[config.mk]
export PLATFORM = sky130hd
export DESIGN_NAME = axi4_burst_master_flat
export DESIGN_NICKNAME = d
export VERILOG_FILES = /design/src/rtl/axi4_burst_master_if.sv /design/src/rtl/axi4_burst_master.sv /design/src/flat_wrapper.sv
export SDC_FILE = /design/constraint.sdc
export NUM_CORES = 1
export LEC_CHECK = 0
export CORE_MARGIN = 3
export CORE_UTILIZATION = 41
export CTS_CLUSTER_SIZE = 8
export DETAILED_ROUTE_END_ITERATION = 8
export PLACE_DENSITY = 0.86
export RECOVER_POWER = 50
export SETUP_SLACK_MARGIN = 0.15
export SYNTH_ARGS = -nofsm -noshare
export SYNTH_HDL_FRONTEND = slang
export SYNTH_SLANG_ARGS = --single-unit
export TNS_END_PERCENT = 1
[constraint.sdc]
create_clock -name ACLK -period 5.95 [get_ports ACLK]
set_clock_uncertainty 0.2 [all_clocks]
set_input_delay 1.19 -clock ACLK [delete_from_list [all_inputs] [get_ports ACLK]]
set_output_delay 1.19 -clock ACLK [all_outputs]
set_load 0.005 [all_outputs]
[src/rtl/axi4_burst_master_if.sv]
// AXI4 bus between the burst master and one memory-mapped slave.
// Covers the AW, W, B, AR and R channels.
interface axi4_burst_master_if #(
    parameter int DATA_WIDTH = 32,
    parameter int ADDR_WIDTH = 16
);
    logic [ADDR_WIDTH-1:0]   AWADDR;
    logic [7:0]              AWLEN;
    logic [2:0]              AWSIZE;
    logic [1:0]              AWBURST;
    logic                    AWVALID;
    logic                    AWREADY;
    logic [DATA_WIDTH-1:0]   WDATA;
    logic [DATA_WIDTH/8-1:0] WSTRB;
    logic                    WLAST;
    logic                    WVALID;
    logic                    WREADY;
    logic [1:0]              BRESP;
    logic                    BVALID;
    logic                    BREADY;
    logic [ADDR_WIDTH-1:0]   ARADDR;
    logic [7:0]              ARLEN;
    logic [2:0]              ARSIZE;
    logic [1:0]              ARBURST;
    logic                    ARVALID;
    logic                    ARREADY;
    logic [DATA_WIDTH-1:0]   RDATA;
    logic [1:0]              RRESP;
    logic                    RLAST;
    logic                    RVALID;
    logic                    RREADY;

    modport master (
        output AWADDR, AWLEN, AWSIZE, AWBURST, AWVALID, input AWREADY,
        output WDATA, WSTRB, WLAST, WVALID, input WREADY,
        input BRESP, BVALID, output BREADY,
        output ARADDR, ARLEN, ARSIZE, ARBURST, ARVALID, input ARREADY,
        input RDATA, RRESP, RLAST, RVALID, output RREADY
    );

    modport slave (
        input AWADDR, AWLEN, AWSIZE, AWBURST, AWVALID, output AWREADY,
        input WDATA, WSTRB, WLAST, WVALID, output WREADY,
        output BRESP, BVALID, input BREADY,
        input ARADDR, ARLEN, ARSIZE, ARBURST, ARVALID, output ARREADY,
        output RDATA, RRESP, RLAST, RVALID, input RREADY
    );
endinterface

[src/rtl/axi4_burst_master.sv]
// AXI4 initiator: one INCR burst per command, seed+beat write pattern,
// streamed read beats, completion pulse with the worst response seen.
module axi4_burst_master #(
    parameter int DATA_WIDTH = 32,
    parameter int ADDR_WIDTH = 16
) (
    input  logic                  ACLK,
    input  logic                  ARESETn,
    input  logic                  cmd_valid,
    output logic                  cmd_ready,
    input  logic                  cmd_write,
    input  logic [ADDR_WIDTH-1:0] cmd_addr,
    input  logic [7:0]            cmd_len,
    input  logic [DATA_WIDTH-1:0] cmd_seed,
    axi4_burst_master_if.master   axi,
    output logic [DATA_WIDTH-1:0] rd_data,
    output logic                  rd_valid,
    output logic                  rd_last,
    output logic                  done,
    output logic [1:0]            done_resp,
    output logic                  done_err
);
    localparam int BYTES = DATA_WIDTH / 8;
    localparam logic [2:0] AX_SIZE = 3'($clog2(BYTES));
    localparam logic [ADDR_WIDTH-1:0] ALIGN_MASK = ADDR_WIDTH'(BYTES - 1);

    typedef enum logic [2:0] {
        S_IDLE = 3'd0, S_AW = 3'd1, S_W = 3'd2, S_B = 3'd3,
        S_AR = 3'd4, S_R = 3'd5, S_DONE = 3'd6
    } state_t;

    state_t                state_r, state_next_s;
    logic [ADDR_WIDTH-1:0] addr_r;
    logic [7:0]            len_r, beat_r;
    logic [DATA_WIDTH-1:0] wdata_r, rd_data_r;
    logic                  wlast_r;
    logic                  cmd_ready_r, awvalid_r, wvalid_r, bready_r, arvalid_r, rready_r;
    logic                  rd_valid_r, rd_last_r, done_r, done_err_r;
    logic [1:0]            done_resp_r;
    logic                  accept_s, reject_s, last_beat_s, w_hs_s, r_hs_s;
    logic [31:0]           burst_end_s;

    function automatic logic [1:0] worst_resp(input logic [1:0] a, input logic [1:0] b);
        return (b > a) ? b : a;
    endfunction

    // A burst may not start misaligned nor run past the 4 KB page it starts in.
    assign burst_end_s = 32'(cmd_addr[11:0]) + ((32'(cmd_len) + 32'd1) * 32'(BYTES));
    assign reject_s    = ((cmd_addr & ALIGN_MASK) != {ADDR_WIDTH{1'b0}}) || (burst_end_s > 32'd4096);
    assign accept_s    = cmd_valid && cmd_ready_r;
    assign last_beat_s = (beat_r == len_r);
    assign w_hs_s      = wvalid_r && axi.WREADY;
    assign r_hs_s      = rready_r && axi.RVALID;

    // State register.
    always_ff @(posedge ACLK) begin
        if (!ARESETn) begin
            state_r <= S_IDLE;
        end else begin
            state_r <= state_next_s;
        end
    end

    // Next-state decode.
    always_comb begin
        state_next_s = state_r;
        case (state_r)
            S_IDLE: begin
                if (accept_s) begin
                    if (reject_s)       state_next_s = S_DONE;
                    else if (cmd_write) state_next_s = S_AW;
                    else                state_next_s = S_AR;
                end else begin
                    state_next_s = S_IDLE;
                end
            end
            S_AW: begin
                if (awvalid_r && axi.AWREADY) state_next_s = S_W;
                else                          state_next_s = S_AW;
            end
            S_W: begin
                if (w_hs_s && wlast_r) state_next_s = S_B;
                else                   state_next_s = S_W;
            end
            S_B: begin
                if (bready_r && axi.BVALID) state_next_s = S_DONE;
                else                        state_next_s = S_B;
            end
            S_AR: begin
                if (arvalid_r && axi.ARREADY) state_next_s = S_R;
                else                          state_next_s = S_AR;
            end
            S_R: begin
                if (r_hs_s && (axi.RLAST || last_beat_s)) state_next_s = S_DONE;
                else                                      state_next_s = S_R;
            end
            S_DONE:  state_next_s = S_IDLE;
            default: state_next_s = S_IDLE;
        endcase
    end

    // Registered handshake outputs and burst datapath.
    always_ff @(posedge ACLK) begin
        if (!ARESETn) begin
            cmd_ready_r <= 1'b0;
            awvalid_r   <= 1'b0;
            wvalid_r    <= 1'b0;
            bready_r    <= 1'b0;
            arvalid_r   <= 1'b0;
            rready_r    <= 1'b0;
            done_r      <= 1'b0;
            rd_valid_r  <= 1'b0;
            rd_last_r   <= 1'b0;
            rd_data_r   <= {DATA_WIDTH{1'b0}};
            addr_r      <= {ADDR_WIDTH{1'b0}};
            len_r       <= 8'd0;
            beat_r      <= 8'd0;
            wdata_r     <= {DATA_WIDTH{1'b0}};
            wlast_r     <= 1'b0;
            done_resp_r <= 2'b00;
            done_err_r  <= 1'b0;
        end else begin
            cmd_ready_r <= (state_next_s == S_IDLE);
            awvalid_r   <= (state_next_s == S_AW);
            wvalid_r    <= (state_next_s == S_W);
            bready_r    <= (state_next_s == S_B);
            arvalid_r   <= (state_next_s == S_AR);
            rready_r    <= (state_next_s == S_R);
            done_r      <= (state_next_s == S_DONE);
            rd_valid_r  <= 1'b0;
            rd_last_r   <= 1'b0;
            case (state_r)
                S_IDLE: begin
                    if (accept_s) begin
                        addr_r      <= cmd_addr;
                        len_r       <= cmd_len;
                        beat_r      <= 8'd0;
                        wdata_r     <= cmd_seed;
                        wlast_r     <= (cmd_len == 8'd0);
                        done_err_r  <= reject_s;
                        done_resp_r <= reject_s ? 2'b10 : 2'b00;
                    end
                end
                S_W: begin
                    // Next beat's data/last are precomputed so they hold steady under stalls.
                    if (w_hs_s) begin
                        beat_r  <= beat_r + 8'd1;
                        wdata_r <= wdata_r + DATA_WIDTH'(1);
                        wlast_r <= ((beat_r + 8'd1) == len_r);
                    end
                end
                S_B: begin
                    if (bready_r && axi.BVALID) begin
                        done_resp_r <= axi.BRESP;
                    end
                end
                S_R: begin
                    if (r_hs_s) begin
                        rd_valid_r  <= 1'b1;
                        rd_data_r   <= axi.RDATA;
                        rd_last_r   <= last_beat_s;
                        done_resp_r <= worst_resp(done_resp_r, axi.RRESP);
                        beat_r      <= beat_r + 8'd1;
                        if (axi.RLAST != last_beat_s) begin
                            done_err_r <= 1'b1;
                        end
                    end
                end
                default: begin
                end
            endcase
        end
    end

    assign cmd_ready   = cmd_ready_r;
    assign axi.AWADDR  = addr_r;
    assign axi.AWLEN   = len_r;
    assign axi.AWSIZE  = AX_SIZE;
    assign axi.AWBURST = 2'b01;
    assign axi.AWVALID = awvalid_r;
    assign axi.WDATA   = wdata_r;
    assign axi.WSTRB   = {BYTES{1'b1}};
    assign axi.WLAST   = wlast_r;
    assign axi.WVALID  = wvalid_r;
    assign axi.BREADY  = bready_r;
    assign axi.ARADDR  = addr_r;
    assign axi.ARLEN   = len_r;
    assign axi.ARSIZE  = AX_SIZE;
    assign axi.ARBURST = 2'b01;
    assign axi.ARVALID = arvalid_r;
    assign axi.RREADY  = rready_r;
    assign rd_data     = rd_data_r;
    assign rd_valid    = rd_valid_r;
    assign rd_last     = rd_last_r;
    assign done        = done_r;
    assign done_resp   = done_resp_r;
    assign done_err    = done_err_r;
endmodule

[src/flat_wrapper.sv]
// flat-port wrapper written by rule: the top's interface ports become plain ports
module axi4_burst_master_flat 
#(
    parameter int DATA_WIDTH = 32,
    parameter int ADDR_WIDTH = 16
)
  (ACLK, ARESETn, cmd_valid, cmd_ready, cmd_write, cmd_addr, cmd_len, cmd_seed, rd_data, rd_valid, rd_last, done, done_resp, done_err, axi_AWADDR, axi_AWLEN, axi_AWSIZE, axi_AWBURST, axi_AWVALID, axi_AWREADY, axi_WDATA, axi_WSTRB, axi_WLAST, axi_WVALID, axi_WREADY, axi_BRESP, axi_BVALID, axi_BREADY, axi_ARADDR, axi_ARLEN, axi_ARSIZE, axi_ARBURST, axi_ARVALID, axi_ARREADY, axi_RDATA, axi_RRESP, axi_RLAST, axi_RVALID, axi_RREADY);
  axi4_burst_master_if #(.DATA_WIDTH(DATA_WIDTH), .ADDR_WIDTH(ADDR_WIDTH)) axi_i ();
  input  logic ACLK;
  input  logic ARESETn;
  input  logic cmd_valid;
  output logic cmd_ready;
  input  logic cmd_write;
  input  logic [ADDR_WIDTH-1:0] cmd_addr;
  input  logic [7:0] cmd_len;
  input  logic [DATA_WIDTH-1:0] cmd_seed;
  output logic [DATA_WIDTH-1:0] rd_data;
  output logic rd_valid;
  output logic rd_last;
  output logic done;
  output logic [1:0] done_resp;
  output logic done_err;
  output wire logic [$bits(axi_i.AWADDR)-1:0] axi_AWADDR;
  output wire logic [$bits(axi_i.AWLEN)-1:0] axi_AWLEN;
  output wire logic [$bits(axi_i.AWSIZE)-1:0] axi_AWSIZE;
  output wire logic [$bits(axi_i.AWBURST)-1:0] axi_AWBURST;
  output wire logic [$bits(axi_i.AWVALID)-1:0] axi_AWVALID;
  input wire logic [$bits(axi_i.AWREADY)-1:0] axi_AWREADY;
  output wire logic [$bits(axi_i.WDATA)-1:0] axi_WDATA;
  output wire logic [$bits(axi_i.WSTRB)-1:0] axi_WSTRB;
  output wire logic [$bits(axi_i.WLAST)-1:0] axi_WLAST;
  output wire logic [$bits(axi_i.WVALID)-1:0] axi_WVALID;
  input wire logic [$bits(axi_i.WREADY)-1:0] axi_WREADY;
  input wire logic [$bits(axi_i.BRESP)-1:0] axi_BRESP;
  input wire logic [$bits(axi_i.BVALID)-1:0] axi_BVALID;
  output wire logic [$bits(axi_i.BREADY)-1:0] axi_BREADY;
  output wire logic [$bits(axi_i.ARADDR)-1:0] axi_ARADDR;
  output wire logic [$bits(axi_i.ARLEN)-1:0] axi_ARLEN;
  output wire logic [$bits(axi_i.ARSIZE)-1:0] axi_ARSIZE;
  output wire logic [$bits(axi_i.ARBURST)-1:0] axi_ARBURST;
  output wire logic [$bits(axi_i.ARVALID)-1:0] axi_ARVALID;
  input wire logic [$bits(axi_i.ARREADY)-1:0] axi_ARREADY;
  input wire logic [$bits(axi_i.RDATA)-1:0] axi_RDATA;
  input wire logic [$bits(axi_i.RRESP)-1:0] axi_RRESP;
  input wire logic [$bits(axi_i.RLAST)-1:0] axi_RLAST;
  input wire logic [$bits(axi_i.RVALID)-1:0] axi_RVALID;
  output wire logic [$bits(axi_i.RREADY)-1:0] axi_RREADY;
  assign axi_AWADDR = axi_i.AWADDR;
  assign axi_AWLEN = axi_i.AWLEN;
  assign axi_AWSIZE = axi_i.AWSIZE;
  assign axi_AWBURST = axi_i.AWBURST;
  assign axi_AWVALID = axi_i.AWVALID;
  assign axi_i.AWREADY = axi_AWREADY;
  assign axi_WDATA = axi_i.WDATA;
  assign axi_WSTRB = axi_i.WSTRB;
  assign axi_WLAST = axi_i.WLAST;
  assign axi_WVALID = axi_i.WVALID;
  assign axi_i.WREADY = axi_WREADY;
  assign axi_i.BRESP = axi_BRESP;
  assign axi_i.BVALID = axi_BVALID;
  assign axi_BREADY = axi_i.BREADY;
  assign axi_ARADDR = axi_i.ARADDR;
  assign axi_ARLEN = axi_i.ARLEN;
  assign axi_ARSIZE = axi_i.ARSIZE;
  assign axi_ARBURST = axi_i.ARBURST;
  assign axi_ARVALID = axi_i.ARVALID;
  assign axi_i.ARREADY = axi_ARREADY;
  assign axi_i.RDATA = axi_RDATA;
  assign axi_i.RRESP = axi_RRESP;
  assign axi_i.RLAST = axi_RLAST;
  assign axi_i.RVALID = axi_RVALID;
  assign axi_RREADY = axi_i.RREADY;
  axi4_burst_master #(.DATA_WIDTH(DATA_WIDTH), .ADDR_WIDTH(ADDR_WIDTH)) u_core (.ACLK(ACLK), .ARESETn(ARESETn), .cmd_valid(cmd_valid), .cmd_ready(cmd_ready), .cmd_write(cmd_write), .cmd_addr(cmd_addr), .cmd_len(cmd_len), .cmd_seed(cmd_seed), .axi(axi_i), .rd_data(rd_data), .rd_valid(rd_valid), .rd_last(rd_last), .done(done), .done_resp(done_resp), .done_err(done_err));
endmodule
==> out/results.txt, run 1 <==
status: complete, no violations
worst skew pair latency: 0.36 ns
post-CTS setup buffer count: 0
GRT overflow: 0
critical path peak fanout: 7
Post-Layout Inst Area: 0.00855 sq mm
Num CTS Buffers: 9
I/O pins: 241
Initial Util: 42.8%
initial antenna violation count: 0
GR peak layer: met2
Worst Setup EP: u_core.axi.WVALID$_SDFF_PN0_
final std cells w/o fill: 1141
Area Overhead vs Synth: 41.1%
global-route wire length before repair: 29.5 mm
Worst VDD drop: 148 uV
post-synthesis register bit count: 112
sequential element share of the synthesized area: 37.0%
M2 GR Usage: 36.6%
top cells by area, synth: dfxtp_1 (37%), nand2_1 (9.9%), a21oi_1 (8.3%), buf_4 (4.7%), o21ai_0 (3.7%)
Synth Flop Type: dfxtp_1
most frequent cells in the layout: nand2_1 (159), dlygate4sd3_1 (117), dfxtp_1 (112)
met1 Usage GRT: 29.0%
Post-Place Cells: 1126
min-delay worst type: reg2reg
Tot Pwr: 0.00246 W
mux contribution to synthesized area: 0%
Reg2Reg Launch Point: u_core.state_r[2]$_SDFF_PN0_
WL per Instance: 16.2 um
Peak Freq: 215 MHz
Worst slew margin: 35.3%
number of synthesized flops with an enable pin: 0
WP data arrival: 4.67 ns
Die Area: 0.0163 sq mm
Core Area: 0.0141 sq mm
TNS Setup: 0 ns
largest net degree at the start of global routing: 53
Bufs on Longest Clock Path: 2
met3 usage: 4.35%
Worst R2R Path Depth: 6
port bufs: 226
share of flip-flops with an asynchronous set or reset: 0%
RSZ-0062 raised after global routing: false
fin util: 60.4%
final wirelength: 18.5 mm
DR pass1 iterations: 5
Critical path origin: cmd_len[1]
clk sinks: 112
Die X: 128 um
max cap viols: 0
Pwr Density: 288 mW/mm^2
Netlist cell types: 64
Startpoint Class: input pin
Antenna diodes: 0
Rows: 43
Worst setup EP type: flip-flop
routed vias/inst: 5.45
detailed-route DRC error count: 0
largest family of logic cells by synthesized area: compound AO/OA/AOI/OAI gates
Die Y: 128 um
nets: 1077
r2r setup slk: 3.15 ns
Detail Placement HPWL: 13.4 mm
Placed Area: 0.00823 sq mm
post-route ant nets: 0
clk root buf: clkbuf_16
most common cell after layout, fill and taps aside: nand2_1
Reg2Reg Capture Point: u_core.axi.WLAST$_SDFFE_PN0P_
syn_area_per_cell: 7.75 sq um
yosys warns: 0
Pleak: 3.37 nW
critical path type: in2reg
leading area contributor after synthesis: dfxtp_1
post-synthesis simple-gate area fraction: 22.4%
Synth Area in XOR/XNOR: 4.77%
final worst path period share: 78.0%
vias in the first global route: 5867
Placer Congestion: 0.859
CTS H-Tree Depth: 3
Tot GR Track Use: 22.2%
CTS tree: done
Final Critical Period: 4.64 ns
synthesized area: 0.00606 sq mm
clock edge transition at the registers on the reported setup and hold paths: 0.07 ns
Synth top area share: 37.0%
layout cells sized above 1: 4.68%
via count: 6221
setup violators final: 0
worst-margin pin slew: 0.970 ns
Post-Synth Adder-Cell Area: 3.84%
Slew Viols, Final: 0
drt initial violations: 518
fillers: 1244
Post-Syn Instances: 782
Worst EP required: 5.98 ns
Final Hold Fails: 0
cts repair resizes: 0
cts hold-fix bufs: 0
post-synthesis compound-gate area fraction: 23.3%
==> flip-flops by register name (all words and copies together) (netlist names), 2 cells and up <==
name               count
u_core.axi.ARLEN       8
u_core.axi.WDATA      32
u_core.axi.ARADDR     16
u_core.rd_data        32
u_core.done_resp       2
u_core.beat_r          8
u_core.state_r         3
==> worst min path at each step <==
stage | startpoint | to | slack [ns] | cells after the start
6_report | u_core.rd_data[25]$_SDFFE_PN0P_ | u_core.rd_data[25]$_SDFFE_PN0P_ | 0.25 | 2
5_1_grt | u_core.rd_data[28]$_SDFFE_PN0P_ | u_core.rd_data[28]$_SDFFE_PN0P_ | 0.27 | 2
4_1_cts | u_core.rd_data[25]$_SDFFE_PN0P_ | u_core.rd_data[25]$_SDFFE_PN0P_ | 0.26 | 2
3_5_place_dp | u_core.rd_data[25]$_SDFFE_PN0P_ | u_core.rd_data[25]$_SDFFE_PN0P_ | 0.25 | 2
3_3_place_gp | u_core.rd_data[25]$_SDFFE_PN0P_ | u_core.rd_data[25]$_SDFFE_PN0P_ | 0.24 | 2
2_1_floorplan | u_core.rd_data[0]$_SDFFE_PN0P_ | u_core.rd_data[0]$_SDFFE_PN0P_ | 0.25 | 2
==> through the flow <==
stage	hold WS (ns)	setup WS, ns
CTS	0.255	1.33
finish	0.251	1.31
floorplan	0.253	1.84
global route	0.271	1.04
global placement	0.240	1.11
detailed placement	0.246	0.977
==> cell families (layout without fill, tap and decap cells) <==
logic type	count (synthesis)	in the layout
compound gates	224	224
xor+xnor	33	33
fa+ha+maj	18	18
buf+inv	101	268
flops	112	112
other cells	2	14
simple gates	292	292
==> routing by layer <==
| layer | wire [um] | up-vias |
|---|---|---|
| met1 | 8000 | 2871 |
| met5 | 0 | - |
| li1 | - | 3064 |
| met2 | 8770 | 262 |
| met4 | 331 | 0 |
| met3 | 1390 | 24 |
==> cell type report <==
type                       instances  area (sq um)  share of cell area [%]
multi-input combinational        581          3360                    39.3
tap                              180           225                    2.64
timing repair buffer             235          2330                    27.3
inverter                          18          67.6                   0.791
clock buffer                      10           239                    2.80
sequential                       112          2240                    26.2
clock inverter                     5          81.3                   0.952
==> synthesized netlist by cell type (3+ instances only) <==
library cell	n
a211oi_1	16
a21oi_1	100
a221oi_1	4
a311oi_1	3
a31oi_1	4
and2_1	5
and3_1	5
and4_1	4
buf_4	38
clkbuf_1	45
dfxtp_1	112
ha_1	17
inv_1	17
nand2_1	159
nand3_1	33
nand4_1	8
nor2_1	35
nor2b_1	3
nor3_1	12
o21ai_0	45
o221a_2	3
o221ai_1	5
o22ai_1	11
o32ai_1	6
or2_2	3
or3_1	6
xnor2_1	9
xor2_1	24
==> worst max-delay path, cell delays in order <==
cell,delay (ns)
clkdlybuf4s50_1,0.54
ha_1,0.23
nand4_1,0.14
nor2_1,0.15
xor2_1,0.20
ha_1,0.33
a21oi_2,0.22
o21ai_1,0.10
a2111o_1,0.46
a2111oi_4,0.39
a31oi_4,0.23
o21ai_0,0.39
nor3b_1,0.10
==> power by group <==
group | switching, W | total, W | internal (W)
sequential | 0.000122 | 0.000972 | 0.000850
combinational | 0.000426 | 0.000829 | 0.000403
clock | 0.000285 | 0.000663 | 0.000379
(Power assumes the default switching activity.)
==> run 2, diff against run 1 <==
--- a/config.mk
+++ b/config.mk
@@ -6,10 +6,10 @@
 export NUM_CORES = 1
 export LEC_CHECK = 0
 export CORE_MARGIN = 3
-export CORE_UTILIZATION = 41
+export CORE_UTILIZATION = 40
 export CTS_CLUSTER_SIZE = 8
 export DETAILED_ROUTE_END_ITERATION = 8
-export PLACE_DENSITY = 0.86
+export PLACE_DENSITY = 0.88
 export RECOVER_POWER = 50
 export SETUP_SLACK_MARGIN = 0.15
 export SYNTH_ARGS = -nofsm -noshare
==> constraint.sdc (replaced) <==
create_clock -name ACLK -period 3.7 [get_ports ACLK]
set_clock_uncertainty 0.2 [all_clocks]
set_input_delay 0.74 -clock ACLK [delete_from_list [all_inputs] [get_ports ACLK]]
set_output_delay 0.74 -clock ACLK [all_outputs]
set_load 0.005 [all_outputs]
==> run 2 against run 1 <==
Compared with the run above: clock power grew 40%; combinational power grew 68%; the run now ends with capacitance limit, slew limit left; sequential power grew 63%; global-route usage shrank 0.57 points; largest power group unchanged; critical endpoint is now u_core.cmd_ready$_SDFF_PN0_; count of clock-buffer cells in the layout is the same.
==> out/results.txt, run 2 (synthesis gave the netlist of run 1 again) <==
min-delay worst type: reg2reg
status: complete, but fails checks
cts hold-fix bufs: 0 (unchanged)
clock edge transition at the registers on the reported setup and hold paths: 0.07 ns (about the same)
Die X: 129 um (+1.2%)
detailed-route DRC error count: 0 (unchanged)
clk sinks: 112 (unchanged)
final wirelength: 19.0 mm (+2.5%)
max cap viols: 1 (+1)
WP data arrival: 3.50 ns (-1.17 ns)
Startpoint Class: input pin
Peak Freq: 294 MHz
Slew Viols, Final: 35 (+35)
Sw Pwr: 0.00136 W (+63%)
Die Y: 129 um (+1.2%)
failing checks: capacitance limit, slew limit
CTS H-Tree Depth: 3 (unchanged)
largest net degree at the start of global routing: 53 (unchanged)
Seq pwr share: 40.5% (+1.0 points)
setup violators final: 0 (unchanged)
Final Hold Fails: 0 (unchanged)
Bufs on Longest Clock Path: 2 (unchanged)
Pwr Density: 446 mW/mm^2 (+55%)
worst skew pair latency: 0.35 ns (about the same)
most common cell after layout, fill and taps aside: nand2_1
Antenna diodes: 0 (unchanged)
Initial Util: 41.2% (-1.6 points)
Detail Placement HPWL: 14.0 mm (+4.4%)
Rows: 44 (+2.3%)
post-route ant nets: 0 (unchanged)
Area Overhead vs Synth: 44.2%
power share of the clock group: 23.8% (-3.1 points)
port bufs: 226 (unchanged)
drt initial violations: 559 (+7.9%)
nets: 1109 (+3.0%)
fin util: 59.4% (-0.95 points)
clk root buf: clkbuf_16
routed vias/inst: 5.45 (about the same)
Tot GR Track Use: 21.7% (-0.57 points)
Worst slew margin: -1.50% (-37 points)
worst hold slack: 0.249 ns (-0.00194 ns)
TNS Setup: 0 ns (unchanged)
via count: 6421 (+3.2%)
internal power: 0.00254 W (+56%)
Worst VDD drop: 264 uV (+78%)
initial antenna violation count: 0 (unchanged)
Num CTS Buffers: 9 (unchanged)
CTS tree: done
layout cells sized above 1: 8.05% (+3.4 points)
Core Area: 0.0147 sq mm (+3.9%)
sw frac: 34.8% (+1.1 points)
global-route wire length before repair: 29.4 mm (-0.56%)
critical path peak fanout: 8 (+1)
Pleak: 3.45 nW (+2.4%)
worst-margin pin slew: 1.52 ns (+0.553 ns)
Die Area: 0.0167 sq mm (+2.4%)
Placer Congestion: 0.899 (+4.6%)
final worst path period share: 92.0%
most frequent cells in the layout: nand2_1 (159), clkdlybuf4s50_1 (126), dfxtp_1 (112)
Final Critical Period: 3.40 ns
Worst EP required: 3.80 ns (-2.18 ns)
vias in the first global route: 5969 (+1.7%)
critical path type: in2reg
Worst setup EP type: flip-flop
GRT overflow: 0 (unchanged)
WL per Instance: 16.1 um (-0.68%)
RSZ-0062 raised after global routing: false
Comb power frac: 35.7% (+2.1 points)
DR pass1 iterations: 5 (unchanged)
I/O pins: 241 (unchanged)
-- run 2: cell count changes in the layout (fill, tap and decap cells not counted), moves of 3 or more --
cell             delta
clkinv_2            +3
clkdlybuf4s50_1    +17
buf_4              +29
clkbuf_1            +3
dlygate4sd3_1      -23
-- run 2: area by class of cell --
cell class	count	area (sq um)
clock buffers	10	239
clock inverters	6	35.0
fillers	1281	5960
inverters	18	67.6
multi-input cells	581	3370
flip-flops and latches	112	2240
well taps	184	230
repair buffers	267	2550
-- run 2: worst paths after layout --
path / from / endpoint / slack, ns / cells past startpoint
setup reg to reg: u_core.state_r[1]$_SDFF_PN0_ / u_core.rd_data[3]$_SDFFE_PN0P_ / 0.73 / 5
hold reg to reg: u_core.rd_data[25]$_SDFFE_PN0P_ / u_core.rd_data[25]$_SDFFE_PN0P_ / 0.25 / 2
hold / removal: u_core.rd_data[25]$_SDFFE_PN0P_ / u_core.rd_data[25]$_SDFFE_PN0P_ / 0.25 / 2
setup / recovery: cmd_len[1] / u_core.cmd_ready$_SDFF_PN0_ / 0.30 / 13
-- run 2: power groups by stage --
stage / Sequential, W / Clock [W] / Combinational [W]
after floorplan: 0.00155 / 0 / 0.000773
after global placement: 0.00160 / 0 / 0.00139
after detailed placement: 0.00160 / 0 / 0.00142
after CTS: 0.00157 / 0.000946 / 0.00143
after global routing: 0.00160 / 0.000980 / 0.00152
final: 0.00158 / 0.000927 / 0.00139
-- run 2: per-layer routing --
| metal | vias to the layer above | share of wire [%] | GRT usage [%] |
|---|---|---|---|
| met5 | - | 0 | 0 |
| met4 | 0 | 1.9 | 7.72 |
| met3 | 31 | 7.0 | 3.59 |
| met2 | 296 | 49 | 36.7 |
| met1 | 2980 | 42 | 27.9 |
| li1 | 3114 | - | - |
-- run 2: worst max-delay path, cell delays in order --
cell and delay, ns:
clkbuf_2 0.12, ha_2 0.18, nand4_1 0.13, nor2_1 0.14
xor2_1 0.19, ha_1 0.28, a21oi_2 0.18, o21ai_1 0.09
a2111o_1 0.45, a2111oi_4 0.26, a31oi_4 0.23, a21oi_4 0.28
and4b_1 0.23
-- run 2: repair_timing --
item | in CTS | in global routing
resized for setup | 6 | 7
pin swaps | 10 | 10
hold endpoints to repair | 0 | 0
setup buffers | 2 | 2
endpoints found under the setup margin | 12 | 12
-- run 2: metrics by stage --
stage / area [sq um] / setup slack [ns] / power, W / instances
after global placement: 8440 / -0.343 / 0.00299 / 1158
after CTS: 8730 / 0.160 / 0.00395 / 1176
after detailed placement: 8440 / -0.435 / 0.00302 / 1158
after floorplan: 6100 / 0.229 / 0.00232 / 794
final: 8740 / 0.297 / 0.00390 / 1178
after global routing: 8740 / 0.120 / 0.00410 / 1178
